===== src/rtl/bdp_accumulator_if.sv =====
`default_nettype none
// ============================================================================
// Module   : bdp_accumulator_if
// Brief    : Beat-in / result-out handshake bundle for the bit-plane
//            dot-product accumulator.
// Revision : 1.0 - initial release
// ============================================================================

interface bdp_accumulator_if #(
  parameter int PSUM_W = 16,
  parameter int ACC_W  = 18
);
  logic                     in_valid;
  logic                     in_ready;
  logic signed [PSUM_W-1:0] in_psum;
  logic                     in_last;
  logic                     out_valid;
  logic                     out_ready;
  logic signed [ACC_W-1:0]  out_data;
  logic [3:0]               out_count;
  logic                     out_sat;
  logic                     out_err;

  // Upstream producer and downstream consumer side.
  modport master (
    output in_valid, in_psum, in_last, out_ready,
    input  in_ready, out_valid, out_data, out_count, out_sat, out_err
  );

  // Accumulator side.
  modport slave (
    input  in_valid, in_psum, in_last, out_ready,
    output in_ready, out_valid, out_data, out_count, out_sat, out_err
  );
endinterface

`default_nettype wire


===== src/rtl/bdp_accumulator.sv =====
`default_nettype none
// ============================================================================
// Module   : bdp_accumulator
// Brief    : Sums signed bit-plane partial sums into a saturating dot-product
//            result; one result per vector, held until the consumer takes it.
// Revision : 1.0 - initial release
// ============================================================================

module bdp_accumulator #(
  parameter int PSUM_W     = 16,
  parameter int ACC_W      = 18,
  parameter int MAX_PLANES = 8
) (
  input  wire logic        clk,
  input  wire logic        rst,
  bdp_accumulator_if.slave bus
);

  localparam logic signed [ACC_W-1:0] c_acc_max = {1'b0, {(ACC_W-1){1'b1}}};
  localparam logic signed [ACC_W-1:0] c_acc_min = {1'b1, {(ACC_W-1){1'b0}}};
  localparam logic [3:0]              c_max_cnt = 4'(MAX_PLANES);

  typedef enum logic [1:0] {
    ST_IDLE  = 2'd0,
    ST_ACCUM = 2'd1,
    ST_HOLD  = 2'd2
  } state_t;

  state_t                  r_state;
  state_t                  w_state_next;

  logic signed [ACC_W-1:0] r_acc;
  logic [3:0]              r_count;
  logic                    r_sat;

  logic                    r_out_valid;
  logic signed [ACC_W-1:0] r_out_data;
  logic [3:0]              r_out_count;
  logic                    r_out_sat;
  logic                    r_out_err;

  logic                    w_in_ready;
  logic                    w_beat;
  logic                    w_close;
  logic signed [ACC_W-1:0] w_psum_ext;
  logic signed [ACC_W-1:0] w_acc_base;
  logic [ACC_W:0]          w_sum;
  logic                    w_ovf;
  logic signed [ACC_W-1:0] w_acc_next;
  logic [3:0]              w_count_next;
  logic                    w_sat_next;

  generate
    if (ACC_W > PSUM_W) begin : g_ext
      assign w_psum_ext = {{(ACC_W-PSUM_W){bus.in_psum[PSUM_W-1]}}, bus.in_psum};
    end else begin : g_noext
      assign w_psum_ext = bus.in_psum;
    end
  endgenerate

  // A first beat starts from zero, so it can never saturate.
  assign w_acc_base   = (r_state == ST_ACCUM) ? r_acc : '0;
  assign w_sum        = {w_acc_base[ACC_W-1], w_acc_base} + {w_psum_ext[ACC_W-1], w_psum_ext};
  assign w_ovf        = w_sum[ACC_W] ^ w_sum[ACC_W-1];
  assign w_acc_next   = !w_ovf        ? w_sum[ACC_W-1:0] :
                        w_sum[ACC_W]  ? c_acc_min        : c_acc_max;
  assign w_count_next = (r_state == ST_ACCUM) ? (r_count + 4'd1) : 4'd1;
  assign w_sat_next   = ((r_state == ST_ACCUM) && r_sat) || w_ovf;
  assign w_close      = bus.in_last || (w_count_next == c_max_cnt);
  assign w_beat       = bus.in_valid && w_in_ready;

  assign bus.in_ready  = w_in_ready;
  assign bus.out_valid = r_out_valid;
  assign bus.out_data  = r_out_data;
  assign bus.out_count = r_out_count;
  assign bus.out_sat   = r_out_sat;
  assign bus.out_err   = r_out_err;

  always_ff @(posedge clk) begin
    if (rst) begin
      r_state <= ST_IDLE;
    end else begin
      r_state <= w_state_next;
    end
  end

  // No bypass: the result slot must drain before the next vector may start.
  always_comb begin
    w_state_next = r_state;
    w_in_ready   = 1'b0;
    case (r_state)
      ST_IDLE, ST_ACCUM: begin
        w_in_ready = 1'b1;
        if (bus.in_valid) begin
          w_state_next = w_close ? ST_HOLD : ST_ACCUM;
        end
      end
      ST_HOLD: begin
        if (bus.out_ready) begin
          w_state_next = ST_IDLE;
        end
      end
      default: w_state_next = ST_IDLE;
    endcase
  end

  always_ff @(posedge clk) begin
    if (rst) begin
      r_acc       <= '0;
      r_count     <= 4'd0;
      r_sat       <= 1'b0;
      r_out_valid <= 1'b0;
      r_out_data  <= '0;
      r_out_count <= 4'd0;
      r_out_sat   <= 1'b0;
      r_out_err   <= 1'b0;
    end else if (w_beat) begin
      r_acc   <= w_acc_next;
      r_count <= w_count_next;
      r_sat   <= w_sat_next;
      if (w_close) begin
        r_out_valid <= 1'b1;
        r_out_data  <= w_acc_next;
        r_out_count <= w_count_next;
        r_out_sat   <= w_sat_next;
        r_out_err   <= !bus.in_last;
      end
    end else if ((r_state == ST_HOLD) && bus.out_ready) begin
      r_out_valid <= 1'b0;
    end
  end

endmodule

`default_nettype wire


===== src/flat_wrapper.sv =====
// flat-port wrapper written by rule: the top's interface ports become plain ports
module bdp_accumulator_flat 
#(
  parameter int PSUM_W     = 16,
  parameter int ACC_W      = 18,
  parameter int MAX_PLANES = 8
)
  (clk, rst, bus_in_valid, bus_in_psum, bus_in_last, bus_out_ready, bus_in_ready, bus_out_valid, bus_out_data, bus_out_count, bus_out_sat, bus_out_err);
  bdp_accumulator_if #(.PSUM_W(PSUM_W), .ACC_W(ACC_W)) bus_i ();
  input  wire logic clk;
  input  wire logic rst;
  input wire logic [$bits(bus_i.in_valid)-1:0] bus_in_valid;
  input wire logic [$bits(bus_i.in_psum)-1:0] bus_in_psum;
  input wire logic [$bits(bus_i.in_last)-1:0] bus_in_last;
  input wire logic [$bits(bus_i.out_ready)-1:0] bus_out_ready;
  output wire logic [$bits(bus_i.in_ready)-1:0] bus_in_ready;
  output wire logic [$bits(bus_i.out_valid)-1:0] bus_out_valid;
  output wire logic [$bits(bus_i.out_data)-1:0] bus_out_data;
  output wire logic [$bits(bus_i.out_count)-1:0] bus_out_count;
  output wire logic [$bits(bus_i.out_sat)-1:0] bus_out_sat;
  output wire logic [$bits(bus_i.out_err)-1:0] bus_out_err;
  assign bus_i.in_valid = bus_in_valid;
  assign bus_i.in_psum = bus_in_psum;
  assign bus_i.in_last = bus_in_last;
  assign bus_i.out_ready = bus_out_ready;
  assign bus_in_ready = bus_i.in_ready;
  assign bus_out_valid = bus_i.out_valid;
  assign bus_out_data = bus_i.out_data;
  assign bus_out_count = bus_i.out_count;
  assign bus_out_sat = bus_i.out_sat;
  assign bus_out_err = bus_i.out_err;
  bdp_accumulator #(.PSUM_W(PSUM_W), .ACC_W(ACC_W), .MAX_PLANES(MAX_PLANES)) u_core (.clk(clk), .rst(rst), .bus(bus_i));
endmodule

===== config.mk =====
export PLATFORM = sky130hd
export DESIGN_NAME = bdp_accumulator_flat
export DESIGN_NICKNAME = d
export VERILOG_FILES = /design/src/rtl/bdp_accumulator_if.sv /design/src/rtl/bdp_accumulator.sv /design/src/flat_wrapper.sv
export SDC_FILE = /design/constraint.sdc
export NUM_CORES = 1
export LEC_CHECK = 0
export BUFFER_PORTS_ARGS = -buffer_cell sky130_fd_sc_hd__buf_2
export CORE_MARGIN = 4
export CORE_UTILIZATION = 30
export CTS_CLUSTER_DIAMETER = 50
export CTS_CLUSTER_SIZE = 14
export DETAILED_ROUTE_END_ITERATION = 8
export REMOVE_ABC_BUFFERS = 1
export SYNTH_ARGS = -nofsm -noshare
export SYNTH_HDL_FRONTEND = slang
export SYNTH_SLANG_ARGS = --single-unit

===== constraint.sdc =====
create_clock -name clk -period 3.9 [get_ports clk]
set_input_delay 0.39 -clock clk [delete_from_list [all_inputs] [get_ports clk]]
set_output_delay 0.39 -clock clk [all_outputs]
set_load 0.03 [all_outputs]

# After elaboration in Yosys (flattened, before gate mapping)
# Index checks and enable logic that the tools add are counted.
# op_classes
addsub,2
eq_ne,6
mux,12
n_bitwise,1
n_reduce_logical,12
# ops
operator,count
$mux 18,3
$add 18x16->19,1
$mux 2,3
$ne 2x2->1 const B,3
$reduce_and 2->1,3
$add 4x1->4 const B,1
$eq 4x4->1 const B,1
$mux 1,4
$mux 4,1
$pmux 2 s2,1
$logic_and 1x1->1,3
$eq 2x1->1 const B,1
$eq 2x2->1 const B,1
$logic_not 2->1,1
$logic_or 1x1->1,2
$reduce_bool 2->1,1
$reduce_or 2->1,1
$logic_not 1->1,1
$xor 1x1->1,1
# word_totals
register_bits,50
in_bits,21
output_inout_bits,26
word_cells,42

# Logic depth before layout (Yosys ltp)
# logic_depth
word_depth,7
depth_mapped,14

# Least setup slack after synthesis
# OpenSTA, ideal clock, no wires.
# synth_timing
path_type,reg-to-reg
start,register u_core.r_state[1]
end,"register u_core.r_out_data[10], in the netlist u_core.bus.out_data[10]"
setup_ps,86
arrival_ps,3285
setup_slack_ps,529
path_stages_with_launch,14
path_cell_list,dfxtp_1 -> inv_1 -> clkbuf_1 -> and3_1 -> ha_1 -> a21oi_1 -> nand4b_1 -> a2111o_1 -> and3_1 -> or3_1 -> buf_6 -> buf_12 -> maj3_2 -> a211oi_1
# synth_via
elab_chain_cells,5
# synth_lines
element,line_no,text
start: declaration,bdp_accumulator.sv:29,state_t r_state;
start signal: assignment,bdp_accumulator.sv:83,r_state <= w_state_next;
$eq 2x1->1 / $logic_not 2->1 (equally long branches),bdp_accumulator.sv:91,case (r_state)
$reduce_or 2->1 (*),bdp_accumulator.sv:91,
$mux 1 (*),bdp_accumulator.sv:91,
net bus_in_ready,flat_wrapper.sv:16,output wire logic [$bits(bus_i.in_ready)-1:0] bus_in_ready;
$logic_and 1x1->1 (*),bdp_accumulator.sv:70,assign w_beat = bus.in_valid && w_in_ready;
$reduce_and 2->1 (no source line) (*),-,
end signal: assignment,bdp_accumulator.sv:123,r_out_data <= w_acc_next;
end: declaration,bdp_accumulator.sv:37,logic signed [ACC_W-1:0] r_out_data;
# Mark *: on every way through the listed nets, which the timed path passes. The rest lies on a longest branch.
# A chain may end at the register's enable or synchronous reset.

# Worst setup path after layout
# layout_timing
start,register u_core.r_state[1]
end,register u_core.r_acc[2]
# layout_via
elab_chain_cells,5
# layout_lines
element,line_no,text
$eq 2x1->1,"bdp_accumulator.sv:62, bdp_accumulator.sv:91",
$mux 18,bdp_accumulator.sv:62,assign w_acc_base = (r_state == ST_ACCUM) ? r_acc : '0;
$add 18x16->19,bdp_accumulator.sv:63,"assign w_sum = {w_acc_base[ACC_W-1], w_acc_base} + {w_psum_ext[ACC_W-1], w_psum_ext};"
$mux 18 / $xor 1x1->1 (equally long branches),"bdp_accumulator.sv:66, bdp_accumulator.sv:64",
$mux 18,bdp_accumulator.sv:65,assign w_acc_next = !w_ovf ? w_sum[ACC_W-1:0] :
end signal: assignment,bdp_accumulator.sv:118,r_acc <= w_acc_next;
end: declaration,bdp_accumulator.sv:32,logic signed [ACC_W-1:0] r_acc;
# Parallel ways exist; a longest one is shown, timed or not.

==> impl_metrics.ini <==
[status]
status = completed

[cts]
h-tree-depth = 2
tritoncts = yes
cts_setup_buffers = 0
clkTransAtPathRegs_ps = 100
cts.path.max_buffers = 2
root_buffer = clkbuf_8
ctsResizeCount = 0
clock-sinks = 50
cts_buffers = 5
insertion_delay_ps = 310
hold_buffers = 0

[power]
peakVddDrop_v = 0.000172
power_density_nw_per_um2 = 350
p_leak_nw = 1.49
power.total_mw = 1.23

[floorplanning]
die_area_sq_um = 11800
die_x_microns = 109
row_count = 36
core_area_sq_um = 9820
die_y_microns = 109
pin_count = 47
start_util_pct = 31.1

[synthesis]
ys_ff_latch = 50
synth_area_leaders = dfxtp_1 33%, a211oi_1 8.9%, ha_1 7.8%, nor2_1 7.0%, and3_1 4.3%
synth_cells = 366
synth_edf_count = 0
ys.flop_type = dfxtp_1
yosysTopAreaCell = dfxtp_1
synth_area_sq_um = 3050
synth.top_cell.area_share_pct = 32.8
ys_seq_area_share_pct = 32.8
synth.distinct_cells = 43
syn_avg_cell_area_sq_um = 8.33
synthArstFlopShare_pct = 0
ys_warn_count = 0

[global_routing]
grt_pass1_wl_microns = 13600
grt_remaining_overflow = 0
grt_max_degree = 52
antenna_found_initial = 0
grt_pass1_vias = 2745
grtUsageTotal_pct = 14.2

[detailed_routing]
routed_wl_microns = 7880
top_layer = met4
first_pass_iters = 4
wl_met2_microns = 3590
viasPerCell = 5.04
wl_met1_microns = 3850
dr_wl_met3_microns = 430
ant_nets = 0
drt_iter0_drc = 124
vias = 2709
wl_per_cell_microns = 14.7
drc = 0

[worst_setup_path]
path_class = reg -> reg
r2r_setup_slack_ps = 330
r2r-end = u_core.r_acc[2]$_SDFFE_PP0P_
cp.required_ps = 4110
r2r_cells = 11
reg2reg_from = u_core.r_state[1]$_SDFFE_PP0P_
crit_path_start = u_core.r_state[1]$_SDFFE_PP0P_
worstSetupStartpointType = flop
cp.arrival_ps = 3780
cp-endpoint = u_core.r_acc[2]$_SDFFE_PP0P_
crit_fanout = 9
cp-end-kind = flop

[final_layout]
antenna_cells = 0
fin_util_pct = 35.8
layout.nets = 444
post-route-cell-area_sq_um = 3520
drive_gt1_share_pct = 19.1
syn2layout_area_growth_pct = 15.3

[run]
cap_violations = 0

[timing]
hold_violations = 0
finalCriticalPeriod_ps = 3570
rsz0062_at_grt = no
slew_violations = 0
slew_headroom_pct = 34.5
finalSetupViolations = 0
min_period_over_period_pct = 91.4
max_freq_mhz = 280
tns_ps = 0
worst_pin_slew_ps = 982
clock_skew_ps = 13.4
timing.final.ws_setup_ps = 334

[place]
portBuffers = 46
gp_congestion = 0.851
placed_area_sq_um = 3410
preCtsSetupSlack_ps = 367
dp_hpwl_microns = 5890

[worst_hold_path]
hold_class = in -> reg
[worst max-delay path: stages, from the launching register on]
cell and delay [ps]:
dfxtp_1 430, inv_1 180, and3_1 260, ha_1 280
a21oi_1 80, nand4b_1 240, a2111o_1 480, and3_1 170
or3_1 500, buf_4 230, maj3_1 370, a211oi_1 250
[registers in the layout (all words and copies together), names as in the netlist, 2 cells and up]
| register | count |
|---|---|
| u_core.r_count | 4 |
| u_core.bus.out_count | 4 |
| u_core.r_acc | 18 |
| u_core.bus.out_data | 18 |
| u_core.r_state | 2 |
[stage by stage]
| step | cells | hold WS, ps |
|---|---|---|
| after floorplan | 339 | 442 |
| after global placement | 529 | 457 |
| after detailed placement | 529 | 469 |
| after CTS | 537 | 268 |
| after global routing | 537 | 270 |
| final | 537 | 271 |
[cell usage after synthesis, types with 2 or more instances]
cell and count:
a31oi_1 3, ha_1 19, dfxtp_1 50, and3_1 21, a21oi_1 26, maj3_1 8
o211ai_1 3, nand2_1 20, o21ai_0 11, nand2b_1 8, nor3_1 4, a21o_1 5
a311oi_1 4, xor2_1 9, maj3_2 9, and2_1 2, a211oi_1 36, mux2i_1 6
clkbuf_1 23, buf_6 2, nand3_1 6, nor2_1 57, nand4_1 4, inv_1 4
xnor2_1 8
[routing by layer]
layer / track usage (%) / vias to the layer above
met5: 0 / -
met1: 19.6 / 1246
met3: 2.96 / 7
li1: - / 1405
met2: 22.8 / 51
met4: 3.16 / 0
[power breakdown]
group / switching (mW) / internal (mW) / leakage (nW)
Combinational: 0.181 / 0.112 / 1.03
Sequential: 0.0205 / 0.547 / 0.412
Clock: 0.180 / 0.192 / 0.0514
Total: 0.381 / 0.850 / 1.49
[final cells by class]
class	count	area [sq um]
Tap cell	133	166
Inverter	4	15.0
Clock buffer	6	72.6
Multi-Input combinational cell	285	1910
Timing Repair Buffer	57	313
Sequential cell	50	1000
Clock inverter	2	37.5
Fill cell	1102	6300
[cells by family after synthesis]
kind of cell	share of synthesized area, %
XOR/XNOR	4.88
AO/OA/AOI/OAI	21.4
AND/OR/NAND/NOR	19.7
multiplexers	1.97
flip-flops	32.8
adder cells (fa/ha/maj)	14.4
buffers and inverters	4.84
[cells in the final DEF, fill, tap and decap left out, drive strengths merged, types with 2 or more instances in the layout]
master	Yosys	final
nand4	4	4
a21o	5	5
ha	19	19
mux2i	6	6
dfxtp	50	50
clkbuf	23	6
xor2	9	9
nand3	6	6
a211oi	36	36
nor3	4	4
nor2	57	57
nand2b	8	8
o211ai	3	3
nand2	20	20
maj3	17	17
xnor2	8	8
inv	4	4
a311oi	4	4
o21ai	11	11
and3	21	21
a31oi	3	3
a21oi	26	26
and2	2	2
buf	4	57
[how the worst min path moves through the flow]
stage                                    from                              end  slack (ps)  cells past startpoint
6_report                          bus_in_last  u_core.bus.out_err$_SDFFE_PP0P_         270                      2
5_1_grt                           bus_in_last  u_core.bus.out_err$_SDFFE_PP0P_         270                      2
4_1_cts                           bus_in_last  u_core.bus.out_err$_SDFFE_PP0P_         270                      2
3_5_place_dp   u_core.r_count[3]$_SDFFE_PP0P_   u_core.r_count[3]$_SDFFE_PP0P_         470                      2
3_3_place_gp   u_core.r_count[3]$_SDFFE_PP0P_   u_core.r_count[3]$_SDFFE_PP0P_         460                      2
2_1_floorplan  u_core.r_count[3]$_SDFFE_PP0P_   u_core.r_count[3]$_SDFFE_PP0P_         440                      2
Power figures use the tool's default switching activity.
